## src/rtl/agu_pkg.sv

```systemverilog
// Shared types and constants for the AGU memory request path.
package agu_pkg;

  localparam int TAG_W = 6;

  // funct3[1:0] access sizes; 2'b11 is not a legal RV32 load/store size
  localparam logic [1:0] LS_BYTE = 2'b00;
  localparam logic [1:0] LS_HALF = 2'b01;
  localparam logic [1:0] LS_WORD = 2'b10;

  // One finished memory request as held in the request FIFO (79 bits)
  typedef struct packed {
    logic [31:0]      addr;
    logic [31:0]      wdata;
    logic [3:0]       be;
    logic             we;
    logic [2:0]       funct3;
    logic [TAG_W-1:0] rd_tag;
    logic             misaligned;
  } agu_mem_req_t;

endpackage

```

## src/rtl/agu_addr_calc.sv

```systemverilog
// Combinational effective-address, byte-enable, store-lane and alignment
// computation for one AGU entry. The rd_tag field is left zero; the caller
// fills it in.
module agu_addr_calc
  import agu_pkg::*;
(
  input  logic [31:0]  op1,
  input  logic [31:0]  op2,
  input  logic [31:0]  imm,
  input  logic [2:0]   funct3,
  input  logic         ls,
  output agu_mem_req_t req
);

  logic [31:0] addr;
  logic [1:0]  lane;
  logic [3:0]  lane_be;
  logic        misaligned;

  assign addr = op1 + imm;
  assign lane = addr[1:0];

  // Byte-lane mask and alignment check by access size
  always_comb begin
    lane_be    = 4'h0;
    misaligned = 1'b0;
    case (funct3[1:0])
      LS_BYTE: lane_be = 4'b0001 << lane;
      LS_HALF: begin
        lane_be    = 4'b0011 << {lane[1], 1'b0};
        misaligned = lane[0];
      end
      LS_WORD: begin
        lane_be    = 4'hF;
        misaligned = (lane != 2'b00);
      end
      default: misaligned = 1'b1;
    endcase
  end

  // Assemble the request; misaligned accesses carry no lanes so the LSU
  // never touches memory for them, but the entry still flows in order.
  always_comb begin
    req            = '0;
    req.addr       = addr;
    req.wdata      = ls ? (op2 << {lane, 3'b000}) : 32'h0;
    req.be         = misaligned ? 4'h0 : lane_be;
    req.we         = ls;
    req.funct3     = funct3;
    req.misaligned = misaligned;
  end

endmodule

```

## src/rtl/agu_mem_req_buffer.sv

```systemverilog
// In-order request FIFO between the AGU issue port and the load/store unit.
// Each accepted entry is converted to a memory request on the way in, so the
// FIFO head drives mem_* directly with no bypass from issue_*.
module agu_mem_req_buffer
  import agu_pkg::*;
#(
  parameter  int DEPTH = 4,
  localparam int PTR_W = $clog2(DEPTH)
) (
  input  logic             clk,
  input  logic             rst,
  input  logic             flush,
  input  logic             issue_valid,
  output logic             issue_ready,
  input  logic [31:0]      issue_op1_data,
  input  logic [31:0]      issue_op2_data,
  input  logic [TAG_W-1:0] issue_rd_tag,
  input  logic [2:0]       issue_funct3,
  input  logic             issue_agu_ls,
  input  logic [31:0]      issue_agu_imm,
  output logic             mem_req_valid,
  input  logic             mem_req_ready,
  output logic [31:0]      mem_addr,
  output logic [31:0]      mem_wdata,
  output logic [3:0]       mem_be,
  output logic             mem_we,
  output logic [2:0]       mem_funct3,
  output logic [TAG_W-1:0] mem_rd_tag,
  output logic             mem_misaligned,
  output logic [PTR_W:0]   buf_count
);

  localparam logic [PTR_W:0] FULL_COUNT = (PTR_W + 1)'(DEPTH);

  agu_mem_req_t     calc_req;
  agu_mem_req_t     push_entry;
  agu_mem_req_t     head_entry;
  agu_mem_req_t     storage [DEPTH];

  logic [PTR_W-1:0] wr_ptr_reg;
  logic [PTR_W-1:0] rd_ptr_reg;
  logic [PTR_W:0]   count_reg;
  logic             clear;
  logic             push;
  logic             pop;

  agu_addr_calc u_addr_calc (
    .op1    (issue_op1_data),
    .op2    (issue_op2_data),
    .imm    (issue_agu_imm),
    .funct3 (issue_funct3),
    .ls     (issue_agu_ls),
    .req    (calc_req)
  );

  // Attach the destination tag to the computed request
  always_comb begin
    push_entry        = calc_req;
    push_entry.rd_tag = issue_rd_tag;
  end

  // A full FIFO can still take an entry when the head leaves in the same cycle
  assign clear         = rst | flush;
  assign mem_req_valid = (count_reg != '0);
  assign issue_ready   = (count_reg != FULL_COUNT) | mem_req_ready;
  assign push          = issue_valid & issue_ready & ~clear;
  assign pop           = mem_req_valid & mem_req_ready & ~clear;
  assign buf_count     = count_reg;

  // Pointer and occupancy bookkeeping; reset and flush both empty the FIFO
  always_ff @(posedge clk) begin
    if (clear) begin
      wr_ptr_reg <= '0;
      rd_ptr_reg <= '0;
      count_reg  <= '0;
    end else begin
      if (push) wr_ptr_reg <= wr_ptr_reg + PTR_W'(1);
      if (pop)  rd_ptr_reg <= rd_ptr_reg + PTR_W'(1);
      case ({push, pop})
        2'b10:   count_reg <= count_reg + (PTR_W + 1)'(1);
        2'b01:   count_reg <= count_reg - (PTR_W + 1)'(1);
        default: count_reg <= count_reg;
      endcase
    end
  end

  // Entry storage; contents are only meaningful between the pointers
  always_ff @(posedge clk) begin
    if (push) storage[wr_ptr_reg] <= push_entry;
  end

  // Head request; zero while empty so stale entries never show on the bus
  assign head_entry     = mem_req_valid ? storage[rd_ptr_reg] : '0;
  assign mem_addr       = head_entry.addr;
  assign mem_wdata      = head_entry.wdata;
  assign mem_be         = head_entry.be;
  assign mem_we         = head_entry.we;
  assign mem_funct3     = head_entry.funct3;
  assign mem_rd_tag     = head_entry.rd_tag;
  assign mem_misaligned = head_entry.misaligned;

endmodule

```

## config.mk

```make
export PLATFORM = sky130hd
export DESIGN_NAME = agu_mem_req_buffer
export DESIGN_NICKNAME = d
export VERILOG_FILES = /design/src/rtl/agu_pkg.sv /design/src/rtl/agu_addr_calc.sv /design/src/rtl/agu_mem_req_buffer.sv
export SDC_FILE = /design/constraint.sdc
export NUM_CORES = 1
export LEC_CHECK = 0
export BUFFER_PORTS_ARGS = -buffer_cell sky130_fd_sc_hd__buf_4
export CORE_AREA = 2 2 195 159
export CTS_CLUSTER_DIAMETER = 100
export DETAILED_ROUTE_END_ITERATION = 16
export DIE_AREA = 0 0 197 161
export PLACE_DENSITY = 0.68
export REMOVE_ABC_BUFFERS = 1
export SKIP_CTS_REPAIR_TIMING = 1
export SYNTH_ARGS = -nofsm -noshare
export SYNTH_HDL_FRONTEND = slang
export SYNTH_SLANG_ARGS = --single-unit
```

## constraint.sdc

```tcl
create_clock -name clk -period 4.6 [get_ports clk]
set_clock_uncertainty 0.2 [all_clocks]
set_input_delay 0.69 -clock clk [delete_from_list [all_inputs] [get_ports clk]]
set_output_delay 0.69 -clock clk [all_outputs]
set_load 0.01 [all_outputs]
```

==> flow_metrics.py <==
metrics = {
    "place": {
        "dp_cells": 1449,
        "place_area_um2": 16700,
        "dp_hpwl_mm": 19.1,
        "portBuffers": 194,
        "gp_congestion": 0.763,
    },
    "routing": {
        "viasPerCell": 5.59,
        "post_drt_wl_per_cell_um": 20.1,
        "first_pass_iters": 5,
        "drc_errors": 0,
        "dr_total_vias": 8429,
        "drt_iter0_markers": 637,
        "finalWirelength_mm": 30.3,
        "ant_nets": 0,
    },
    "synthesis": {
        "async_reset_ff_frac": 0,
        "synth_top_cell_area_share": 0.645,
        "ys_ff_latch": 325,
        "yosysMostFrequentCell": "edfxtp_1",
        "avgSynthCellArea_um2": 16.3,
        "yosys-top-cells-count": "edfxtp_1 (316), and2_1 (91), mux4_2 (79), nor2_1 (46), nand2_1 (44)",
        "synthAdderAreaFrac": 0.0333,
        "synthSimpleGateAreaFrac": 0.0845,
        "synthMuxAreaShare": 0.138,
        "synth_area_um2": 14700,
        "ys.flop_type": "edfxtp_1",
        "synth_top_area_cell": "edfxtp_1",
        "yosysWarningCount": 0,
        "synth_top_family_by_area": "multiplexers",
        "synthCells": 903,
        "ys_seq_area_frac": 0.657,
        "ys_types": 57,
        "synth_compound_area_frac": 0.0494,
        "synth_area_leaders": "edfxtp_1 (65%), mux4_2 (12%), and2_1 (3.9%)",
        "synth-edff-count": 316,
        "synth-xor-area-share": 0.0220,
    },
    "timing": {
        "worstMarginPinSlew_ps": 856,
        "hold_viol_final": 0,
        "fmaxAchievable_ghz": 0.304,
        "period_share": 0.715,
        "setup_violations": 0,
        "finalMaxSlewViolations": 0,
        "fin_crit_ps": 3290,
        "maxSlewHeadroom": 0.415,
        "rsz0062_at_grt": "no",
    },
    "floorplan": {
        "core_area_um2": 29800,
        "die_h_um": 161,
        "fp.dieArea_um2": 31700,
        "rows": 57,
        "die_w_um": 197,
        "io_pins": 195,
        "initial_core_util": 0.493,
    },
    "grt": {
        "antenna_found_initial": 0,
        "grt_usage": 0.193,
        "grt_pass1_wl_mm": 47.1,
        "grt_max_degree": 82,
        "grt_pass1_vias": 8597,
        "overflow": 0,
    },
    "worst_setup_path": {
        "cp_max_fo": 49,
        "path_cells": "buf_12, mux4_2, and2_1, buf_4",
        "critPathArrivalTime_ps": 2400,
        "path_class": "reg2out",
        "end_kind": "primary output",
        "cpPeakStageDelay_ps": 870,
        "startpoint_type": "flop",
        "slowest_stage": "dfxtp_4",
        "cp_data_required_time_ps": 3710,
    },
    "finish": {
        "largest_reg_flops": 316,
        "fin_cells": 1509,
        "final_net_count": 1251,
        "regMostFlops": "storage",
        "design_area_um2": 17700,
        "fillers": 2251,
        "drive_above_1_share": 0.313,
        "regArea_um2": 9680,
        "antenna_cells": 0,
        "multi_input_area_um2": 4830,
        "area_growth_pct": 20.6,
    },
    "clock_network": {
        "clk_latency_ps": 500,
        "clkSlewWorstSetupHoldPaths_ps": 60,
        "cts_inserted_buffers": 34,
        "cts.htree.levels": 2,
        "clock_sinks": 325,
        "cts_buffer_depth": 3,
        "tritoncts": "yes",
        "cts_root_buf": "clkbuf_16",
    },
    "power": {
        "power_mw": 6.64,
        "vdd_drop_max_mv": 0.184,
        "p_leak_nw": 6.39,
        "power_density_nw_per_um2": 375,
    },
    "worst_hold_path": {
        "hold_path.class": "in2reg",
    },
    "run": {
        "drv_cap": 0,
    },
    "run_status": {
        "status": "finished clean",
    },
}
-- final cells by class --
type | instances | share of cell area
repair buffers | 205 | 0.0910
clock buffers | 42 | 0.0533
inverters | 15 | 0.00317
flip-flops and latches | 325 | 0.546
well taps | 383 | 0.0270
multi-input cells | 521 | 0.272
clock inverters | 18 | 0.00776
-- critical path: cells and delay by family (launching register included) --
kind	cells	cell delay, ps
buffers and inverters	2	450
and+or+nand+nor	1	210
muxes	1	340
DFF	1	870
-- per-layer routing --
layer	global-route usage	part of all wire	vias up
li1	-	-	3916
met3	0.0265	0.056	39
met1	0.268	0.44	4194
met2	0.327	0.49	280
met4	0.0472	0.017	0
met5	0	0	-
-- stage by stage --
stage	utilization	setup slack (ps)	setup TNS [ps]	hold slack (ps)
2_1_floorplan	-	-459	-36280	269
3_3_place_gp	0.559	924	0	290
3_5_place_dp	0.559	801	0	304
4_1_cts	0.595	1270	0	163
5_1_grt	0.595	1060	0	176
6_report	0.595	1310	0	185
-- worst paths after layout --
| path | startpoint | to | depth (start not counted) | slack, ps |
|---|---|---|---|---|
| hold / removal | issue_rd_tag[5] | storage[0][6] | 1 | 180 |
| hold reg to reg | wr_ptr_reg[1] | wr_ptr_reg[1] | 2 | 310 |
| setup reg to reg | buf_count[0] | buf_count[2] | 9 | 1590 |
| setup / recovery | flop | mem_addr[15] | 4 | 1310 |
-- cells in the final DEF (no fill, tap or decap), types with 3 or more instances in the layout --
cell	netlist	final
buf_4	0	199
nor2_1	46	46
nand4_1	3	3
and3_1	10	10
xor2_1	17	17
nor2b_1	12	12
o211ai_1	4	4
o21ai_0	17	17
a21oi_1	42	42
inv_1	15	15
nand3_1	8	8
nand2_1	44	44
mux4_2	79	79
and2_4	0	4
buf_12	0	6
o21a_1	3	3
xnor2_1	20	20
o31ai_1	3	3
clkbuf_1	29	5
mux2i_1	25	25
o2111ai_1	3	3
a21o_1	11	11
nand2b_1	4	4
clkinv_1	0	6
and2_1	91	87
clkinv_2	0	8
clkbuf_16	0	37
ha_1	36	35
nor3_1	4	4
a31oi_1	3	3
a211oi_1	3	3
dfxtp_1	9	7
edfxtp_1	316	316
-- cell families after synthesis --
kind of cell               count (synthesis)
adders and majority gates                 38
muxes                                    104
AOI/OAI and AO/OA                        109
DFF                                      325
and+or+nand+nor                          233
xor gates and xnor gates                  37
buffers and inverters                     57
-- power by group --
group	total [mW]	switching [mW]	internal, mW
Clock	2.64	1.07	1.57
Combinational	0.634	0.374	0.260
Sequential	3.37	0.00843	3.36
(Power assumes the default switching activity.)
